==> src/rtl/max_pool_stream.sv <==
// max_pool_stream
// Streaming 2x2 / stride-2 max pooling over one signed feature-map channel.
// Pixels arrive row-major, one per accepted beat. Even rows fold pairwise
// maxima into a half-width line buffer. Odd rows combine that buffer with
// their own pair and emit one pooled pixel per 2x2 window.
//
// Ports
//   clk, rst               single clock, synchronous active-high reset
//   start                  begin a frame; latches cfg_width / cfg_height
//   cfg_width, cfg_height  frame dimensions (odd values rounded down)
//   in_valid/in_ready/in_data     pixel input stream
//   out_valid/out_ready/out_data  pooled pixel output stream
//   busy                   high while a frame is in progress
//   done                   one-cycle pulse at end of frame
module max_pool_stream #(
  parameter int DATA_WIDTH = 8,
  parameter int MAX_WIDTH  = 64,
  parameter int DIM_WIDTH  = 8
) (
  input  logic                         clk,
  input  logic                         rst,
  input  logic                         start,
  input  logic [DIM_WIDTH-1:0]         cfg_width,
  input  logic [DIM_WIDTH-1:0]         cfg_height,
  input  logic                         in_valid,
  output logic                         in_ready,
  input  logic signed [DATA_WIDTH-1:0] in_data,
  output logic                         out_valid,
  input  logic                         out_ready,
  output logic signed [DATA_WIDTH-1:0] out_data,
  output logic                         busy,
  output logic                         done
);

  localparam int LB_DEPTH = MAX_WIDTH / 2;
  localparam int LB_AW    = (LB_DEPTH > 1) ? $clog2(LB_DEPTH) : 1;

  typedef enum logic [1:0] {IDLE, RUN, FLUSH} state_t;

  function automatic logic signed [DATA_WIDTH-1:0] smax(
    input logic signed [DATA_WIDTH-1:0] a,
    input logic signed [DATA_WIDTH-1:0] b
  );
    return (a > b) ? a : b;
  endfunction

  state_t                         state_q, state_d;
  logic [DIM_WIDTH-1:0]           w_q, w_d, h_q, h_d;
  logic [DIM_WIDTH-1:0]           col_q, col_d, row_q, row_d;
  logic signed [DATA_WIDTH-1:0]   pair_q, pair_d;
  logic                           out_valid_q, out_valid_d;
  logic signed [DATA_WIDTH-1:0]   out_data_q, out_data_d;
  logic                           done_q, done_d;

  // Line buffer holds max of each horizontal pair of the most recent even row.
  // It is never read before the even row has written it, so it needs no reset.
  logic signed [DATA_WIDTH-1:0]   line_buf [LB_DEPTH];
  logic                           lb_we;
  logic [LB_AW-1:0]               lb_idx;
  logic signed [DATA_WIDTH-1:0]   lb_wdata;

  logic [DIM_WIDTH-1:0]           w_eff, h_eff;
  logic                           accept;

  assign lb_idx    = col_q[LB_AW:1];
  assign in_ready  = (state_q == RUN) && (!out_valid_q || out_ready);
  assign accept    = in_valid && in_ready;
  assign out_valid = out_valid_q;
  assign out_data  = out_data_q;
  assign busy      = (state_q != IDLE);
  assign done      = done_q;

  always_comb begin
    state_d     = state_q;
    w_d         = w_q;
    h_d         = h_q;
    col_d       = col_q;
    row_d       = row_q;
    pair_d      = pair_q;
    out_data_d  = out_data_q;
    done_d      = 1'b0;
    lb_we       = 1'b0;
    lb_wdata    = smax(pair_q, in_data);
    // A handshake drains the output register; a same-cycle load below refills it.
    out_valid_d = out_valid_q && !out_ready;

    // Round dimensions down to even and clamp width to the line buffer size.
    w_eff = cfg_width & ~DIM_WIDTH'(1);
    h_eff = cfg_height & ~DIM_WIDTH'(1);
    if (w_eff > DIM_WIDTH'(MAX_WIDTH)) w_eff = DIM_WIDTH'(MAX_WIDTH);

    case (state_q)
      IDLE: begin
        if (start) begin
          if (w_eff == '0 || h_eff == '0) begin
            done_d = 1'b1;
          end else begin
            w_d     = w_eff;
            h_d     = h_eff;
            col_d   = '0;
            row_d   = '0;
            state_d = RUN;
          end
        end
      end
      RUN: begin
        if (accept) begin
          if (!col_q[0]) begin
            pair_d = in_data;
          end else if (!row_q[0]) begin
            lb_we = 1'b1;
          end else begin
            out_data_d  = smax(line_buf[lb_idx], smax(pair_q, in_data));
            out_valid_d = 1'b1;
          end
          if (col_q == w_q - 1'b1) begin
            col_d = '0;
            row_d = row_q + 1'b1;
            if (row_q == h_q - 1'b1) state_d = FLUSH;
          end else begin
            col_d = col_q + 1'b1;
          end
        end
      end
      FLUSH: begin
        if (!out_valid_q || out_ready) begin
          done_d  = 1'b1;
          state_d = IDLE;
        end
      end
      default: state_d = IDLE;
    endcase
  end

  always_ff @(posedge clk) begin
    if (rst) begin
      state_q     <= IDLE;
      w_q         <= '0;
      h_q         <= '0;
      col_q       <= '0;
      row_q       <= '0;
      pair_q      <= '0;
      out_valid_q <= 1'b0;
      out_data_q  <= '0;
      done_q      <= 1'b0;
    end else begin
      state_q     <= state_d;
      w_q         <= w_d;
      h_q         <= h_d;
      col_q       <= col_d;
      row_q       <= row_d;
      pair_q      <= pair_d;
      out_valid_q <= out_valid_d;
      out_data_q  <= out_data_d;
      done_q      <= done_d;
    end
  end

  always_ff @(posedge clk) begin
    if (lb_we) line_buf[lb_idx] <= lb_wdata;
  end

endmodule

==> config.mk <==
export PLATFORM = sky130hd
export DESIGN_NAME = max_pool_stream
export DESIGN_NICKNAME = d
export VERILOG_FILES = /design/src/rtl/max_pool_stream.sv
export SDC_FILE = /design/constraint.sdc
export NUM_CORES = 1
export LEC_CHECK = 0
export ABC_AREA = 0
export BUFFER_PORTS_ARGS = -buffer_cell sky130_fd_sc_hd__buf_4
export CAP_MARGIN = 20
export CORE_ASPECT_RATIO = 1.1
export CORE_MARGIN = 2
export CORE_UTILIZATION = 40
export CTS_CLUSTER_SIZE = 14
export DETAILED_ROUTE_END_ITERATION = 10
export HOLD_SLACK_MARGIN = 0.15
export PLACE_DENSITY = 0.66
export SYNTH_ARGS = -nofsm -noshare
export SYNTH_HDL_FRONTEND = slang
export SYNTH_SLANG_ARGS = --single-unit
export TNS_END_PERCENT = 30
==> constraint.sdc <==
create_clock -name clk -period 4.34 [get_ports clk]
set_input_delay 0.217 -clock clk [delete_from_list [all_inputs] [get_ports clk]]
set_output_delay 0.217 -clock clk [all_outputs]
set_load 0.1 [all_outputs]
==> results.txt, run 1 <==
Leakage: 0.00505 uW
Sw power: 1300 uW
Worst-Margin Slew: 0.903 ns
Number of synthesized flops with an enable pin: 256
Nets: 942
Power Total: 6080 uW
Hold Buf Count CTS: 54
Critical path startpoint category: register
Most frequent CP cell: buf_4
Largest net degree at the start of global routing: 65
Clock Latency Late Sink: 0.55 ns
Crit path cell chain: buf_12 > buf_4 > mux4_2 > mux4_2 > mux2_2 > ha_1 > o21a_1 > o21ai_0 > a211oi_1 > buf_4 > nor4_1 > buf_4 > a221o_1
Buf/Inv on CP: 4
Share of flip-flops with an asynchronous set or reset: 0
Syn avg cell area: 16.5 sq um
Via count: 7304
CP max FO: 16
Total gr overflow: 0
WP depth: 13
GRT Total Usage: 0.160
Synth warnings: 0
Highest-delay cell along the critical path: mux4_2
Yosys reg bits: 311
Fin crit period: 3.95 ns
Post-synth design cell area: 0.0131 sq mm
Peak supply drop: 0.290 mV
CTS buffer count: 29
Final worst-path cycle share: 0.910
Area grow syn2layout: 17.3%
Net Sw Frac: 0.214
DRC: 0
Syn_nets: 839
First-pass DRT Iterations: 4
Distinct cells, synth: 54
Number of global-route vias before repair: 7454
Pint: 4780 uW
Gpl congestion: 0.788
Critical path's top delay family: multiplexers
Boundary pin count: 41
Site Rows: 69
Main synth FF type: edfxtp_1
First-pass GRT wire length: 42.2 mm
Number of antenna violations at the first check in global routing: 0
Clock Power Share: 0.394
CTS resizes: 0
CTS tree: done
Synth Area in Adders: 0.0192
Layout cells sized above 1: 0.211
CP endpoint kind: register
DRT Wirelength: 27.0 mm
Post-synthesis mux area share: 0.153
Clock Skew: 0.0265 ns
Port-buffer cells: 38
Power Density: 397 mW/mm^2
Seq pwr share: 0.545
Worst Path Required: 4.78 ns
Dpl hpwl: 17.8 mm
Clock Pin Slew Worst Setup and Hold Paths: 0.07 ns
Register-to-Register Path Depth: 13
DIE WIDTH: 176 um
Core ar.: 0.0322 sq mm
Largest family of logic cells by synthesized area: multiplexers
Sequential share of the synthesized area: 0.673
Status: finished, final reports clean
Relative slew slack: 0.396
WS Path Type: register to register
Initial drt markers: 519
Initial core utilization: 0.405
Synth Area in Compound Gates: 0.0511
Final setup fails: 0
Synth Area in XOR/XNOR: 0.0159
Setup TNS: 0 ns
Fillers: 2712
Min-Delay Path Depth: 6
Die height: 193 um
# Max-Cap Violations: 0
Post-Syn Instances: 790
Hold WC Path Type: primary input to register
Max clock buf depth: 3
Slew Limit Fails: 0
Gate power share: 0.060
Clock Sinks: 311
Fin. Hold Viols: 0
Fmax: 0.253 GHz
Post-CTS Setup Bufs: 0
Htree depth: 1
Reg-to-reg slack, setup: 0.39 ns
Crit path largest cell delay: 0.53 ns
Critical Path AT: 4.39 ns
Detailed-route vias per instance: 5.45
Post-route ant nets: 0
Die Area: 0.0341 sq mm
RSZ-0062 raised after global routing: false
DR WL/cell: 20.1 um
Ant. Diodes: 0
Root Driver: clkbuf_16
Post-Synth Simple-Gate Area: 0.0665
[layout make-up]
cell class / count / area (sq um) / share of cell area
flip-flops and latches: 311 / 8790 / 0.574
clock inverters: 16 / 131 / 0.00858
well taps: 426 / 533 / 0.0348
clock buffers: 37 / 756 / 0.0494
inverters: 25 / 93.8 / 0.00613
repair buffers: 110 / 1010 / 0.0660
multi-input cells: 416 / 4000 / 0.261
[tightest hold or removal path: stages]
cell	delay, ns
buf_4	0.09
nor2_1	0.05
nand3b_1	0.15
a21oi_1	0.10
a21oi_1	0.12
nor3_1	0.06
[state kept, by name (all words and copies together) (netlist names), named ones only]
name	flops
out_data	8
w_q	7
line_buf	256
h_q	7
done	1
state_q	2
col_q	8
pair_q	8
row_q	8
out_valid	1
[final timing paths]
path | startpoint | to
setup / recovery | register | out_data[6]$_SDFFE_PP0P_
hold / removal | cfg_width[7] | done$_SDFF_PP0_
setup reg to reg | register | out_data[6]$_SDFFE_PP0P_
hold reg to reg | out_data[2]$_SDFFE_PP0P_ | out_data[2]$_SDFFE_PP0P_
[through the flow]
stage	util	hold WS, ns	cell area, sq um	cells	setup slack [ns]
after global routing	0.476	0.308	15300	1341	0.235
after CTS	0.476	0.239	15300	1341	0.359
after floorplan	-	0.353	13100	790	0.292
after global placement	0.431	0.455	13900	1234	0.425
after detailed placement	0.431	0.460	13900	1234	0.384
final	0.476	0.261	15300	1341	0.392
[power groups by stage]
stage	Sequential (uW)	Clock, uW	Combinational [uW]
floorplan	3370	0	195
global placement	3380	0	320
detailed placement	3380	0	330
CTS	3310	2440	365
global route	3310	2550	404
finish	3310	2400	366
[cells in the mapped netlist (8+ instances only)]
library cell	number	area share
a21oi_1	31	0.012
a221o_1	8	0.0061
buf_1	8	0.0023
clkbuf_1	22	0.0063
dfxtp_1	55	0.084
edfxtp_1	256	0.59
ha_1	20	0.019
inv_1	25	0.0072
mux2_2	16	0.014
mux4_2	80	0.14
nand2_1	48	0.014
nand3_1	11	0.0042
nor2_1	55	0.016
nor3_1	13	0.0050
o211a_1	8	0.0061
o21ai_0	9	0.0035
xnor2_1	13	0.0087
xor2_1	8	0.0054
[routing by layer]
metal	vias to the layer above	track usage	wire, um
met2	186	0.281	14100
met3	33	0.0216	1330
met1	3730	0.210	11000
met5	-	0	0
li1	3355	-	-
met4	0	0.0416	529
[placed cells by master (no fill, tap or decap), types with 11 or more instances in the layout]
master | netlist | final
nor3_1 | 13 | 13
mux4_2 | 80 | 80
ha_1 | 20 | 20
dfxtp_1 | 55 | 53
buf_4 | 6 | 52
nor2_1 | 55 | 55
nand3_1 | 11 | 11
nand2_1 | 48 | 48
clkbuf_16 | 0 | 29
xnor2_1 | 13 | 13
edfxtp_1 | 256 | 256
a21oi_1 | 31 | 31
inv_1 | 25 | 25
mux2_2 | 16 | 16
dlygate4sd3_1 | 0 | 54
[cell families after synthesis]
family / Yosys count
multiplexers: 98
adder cells (fa/ha/maj): 20
XOR/XNOR: 22
buffers and inverters: 63
AND/OR/NAND/NOR: 179
flip-flops: 311
AO/OA/AOI/OAI: 97
(Power assumes the default switching activity.)
==> run 2: changes to the inputs <==
--- a/config.mk
+++ b/config.mk
@@ -5,9 +5,9 @@
 export SDC_FILE = /design/constraint.sdc
 export NUM_CORES = 1
 export LEC_CHECK = 0
-export ABC_AREA = 0
+export ABC_AREA = 1
 export BUFFER_PORTS_ARGS = -buffer_cell sky130_fd_sc_hd__buf_4
-export CAP_MARGIN = 20
+export CAP_MARGIN = 5
 export CORE_ASPECT_RATIO = 1.1
 export CORE_MARGIN = 2
 export CORE_UTILIZATION = 40
==> run 2 against run 1 <==
  * Synthesized cell count is 78% higher
  * Critical path type unchanged
  * First-iteration DRC count is 60% higher
  * Sequential share of layout area is 1.8 points lower
  * Highest routed layer unchanged
  * Die area is 5.7% higher
  * Setup slack better by 0.41 ns
  * Wire length is 19% higher
  * Largest cell class unchanged
  * Design area is 3.2% higher
  * Final cell count is 43% higher
  * Global-route usage is 1.9 points higher
  * Non-clock buffer count is 31 lower
==> results.txt, run 2 <==
Max clock buf depth: 3
Synth top area share: 0.557
Share of flip-flops with an asynchronous set or reset: 0
Via count: 10017
Reg-to-reg slack, setup: 0.80 ns
First-pass DRT Iterations: 5
Root Driver: clkbuf_16
Distinct cells, synth: 37
GRT Total Usage: 0.179
Largest net degree at the start of global routing: 131
Critical Path AT: 3.98 ns
Syn avg cell area: 9.80 sq um
Commonest cells post-synth: 435 x nand2_1, 256 x edfxtp_1, 234 x nand3_1
Clock Latency Late Sink: 0.56 ns
Worst Hold Launch: in_valid
Post-route ant nets: 0
Total gr overflow: 0
Hold Buf Count CTS: 25
DRC: 0
CTS tree: done
Reg2reg end: out_data[7]$_SDFFE_PP0P_
Relative slew slack: 0.206
Worst-Margin Slew: 1.19 ns
Ant. Diodes: 0
Area grow syn2layout: 14.4%
Initial core utilization: 0.405
Most flop-heavy register: line_buf
Port-buffer cells: 38
Htree depth: 1
Setup TNS: 0 ns
Yosys reg bits: 311
Sequential share of the synthesized area: 0.636
DRT Wirelength: 32.2 mm
Layout cells sized above 1: 0.0815
Final setup fails: 0
Number of synthesized flops with an enable pin: 256
Status: finished, final reports clean
CP max FO: 39
Boundary pin count: 41
Die Area: 0.0360 sq mm
RSZ-0062 raised after global routing: false
Worst Path Required: 4.77 ns
# Max-Cap Violations: 0
Final core occ: 0.463
Storage cell area: 0.00879 sq mm
CP endpoint kind: register
Final worst-path cycle share: 0.816
CTS resizes: 0
Site Rows: 71
Fin crit period: 3.54 ns
Post-CTS Setup Bufs: 0
Top-count cell post-synth: nand2_1
Peak supply drop: 0.296 mV
Core ar.: 0.0341 sq mm
Area occupied by multi-input gates: 0.00444 sq mm
Most frequent cells in the layout: 435 x nand2_1, 256 x edfxtp_1, 234 x nand3_1
Synth area leader: edfxtp_1
First-pass GRT wire length: 51.0 mm
Synth warnings: 0
Number of antenna violations at the first check in global routing: 0
Largest cells by area after synthesis: edfxtp_1 56%, nand2_1 12%, nand3_1 8.5%
CTS buffer count: 31
Detailed-route vias per instance: 5.21
Slew Limit Fails: 0
Power Density: 521 mW/mm^2
Clock Pin Slew Worst Setup and Hold Paths: 0.06 ns
Dpl hpwl: 19.7 mm
Register-to-Register Path Depth: 20
Post-Syn Instances: 1409
Fillers: 3196
Gpl congestion: 0.871
Leakage: 0.00607 uW
Min-Delay Path Depth: 5
Fin. Hold Viols: 0
Hold WC Path Type: primary input to register
Syn_nets: 1458
DIE WIDTH: 181 um
Fmax: 0.282 GHz
Clock Sinks: 311
WS Path Type: register to register
Nets: 1509
DR WL/cell: 16.7 um
Main synth FF type: edfxtp_1
WHS Endpoint: row_q[1]$_SDFFE_PP0P_
Commonest non-fill, non-tap cell in the layout: nand2_1
Post-synth design cell area: 0.0138 sq mm
Clock Skew: 0.0171 ns
Number of global-route vias before repair: 9783
Initial drt markers: 828
Critical path startpoint category: register
Die height: 199 um
Number of flip-flops in the largest register: 256
[run 2: worst max path at each step]
| stage | depth (start not counted) | endpoint | slack, ns |
|---|---|---|---|
| after floorplan | 19 | out_data[0]$_SDFFE_PP0P_ | 1.24 |
| after global placement | 20 | out_data[7]$_SDFFE_PP0P_ | 0.84 |
| after detailed placement | 20 | out_data[4]$_SDFFE_PP0P_ | 0.78 |
| after CTS | 20 | out_data[7]$_SDFFE_PP0P_ | 0.76 |
| after global routing | 20 | out_data[0]$_SDFFE_PP0P_ | 0.40 |
| final | 20 | out_data[7]$_SDFFE_PP0P_ | 0.80 |
[run 2: through the flow]
stage          power [uW]  hold slack [ns]  setup slack, ns  cells  instance area, sq um
5_1_grt              8640            0.209            0.402   1923                 15800
4_1_cts              8280            0.168            0.755   1923                 15800
3_5_place_dp         5650            0.473            0.779   1840                 14500
3_3_place_gp         5600            0.469            0.836   1840                 14500
2_1_floorplan        5050            0.286             1.24   1409                 13800
6_report             8240            0.190            0.798   1923                 15800
[run 2: cell families after synthesis]
kind of cell               count (synthesis)  synth area share
and+or+nand+nor                          804             0.249
DFF                                      311             0.636
buffers and inverters                    142            0.0425
AOI/OAI and AO/OA                        117            0.0451
adders and majority gates                 20            0.0181
xor gates and xnor gates                  15           0.00951
[run 2: area by class of cell]
class	count	area share
Sequential cell	311	0.556
Multi-Input combinational cell	956	0.281
Clock buffer	47	0.0587
Timing Repair Buffer	79	0.0446
Tap cell	438	0.0347
Inverter	81	0.0196
Clock inverter	11	0.00530
[run 2: power by group]
part	leakage [uW]	switching [uW]	internal, uW
logic	0.00280	1410	515
registers	0.00276	50.8	3630
clock network	0.000499	1100	1530
total	0.00607	2560	5680
[run 2: critical path, stage by stage, from the launching register on]
cell      delay [ns]
dfxtp_4         0.37
clkinv_2        0.32
buf_12          0.32
buf_4           0.20
nand2_1         0.07
nand3_1         0.06
nand3_1         0.10
nand2_1         0.10
nand2_1         0.08
nand3_1         0.12
and2_1          0.18
ha_1            0.27
nand2_1         0.05
inv_1           0.07
o21ai_0         0.08
nand2_1         0.07
nand4_1         0.10
a21oi_2         0.38
inv_1           0.24
nand3_1         0.13
a21oi_1         0.07
[run 2: metal layers]
metal | track usage | up-vias | routed length, um
met1 | 0.221 | 4773 | 13200
met5 | 0 | - | 0
li1 | - | 4908 | -
met2 | 0.328 | 276 | 16500
met3 | 0.0214 | 60 | 1640
met4 | 0.0563 | 0 | 888
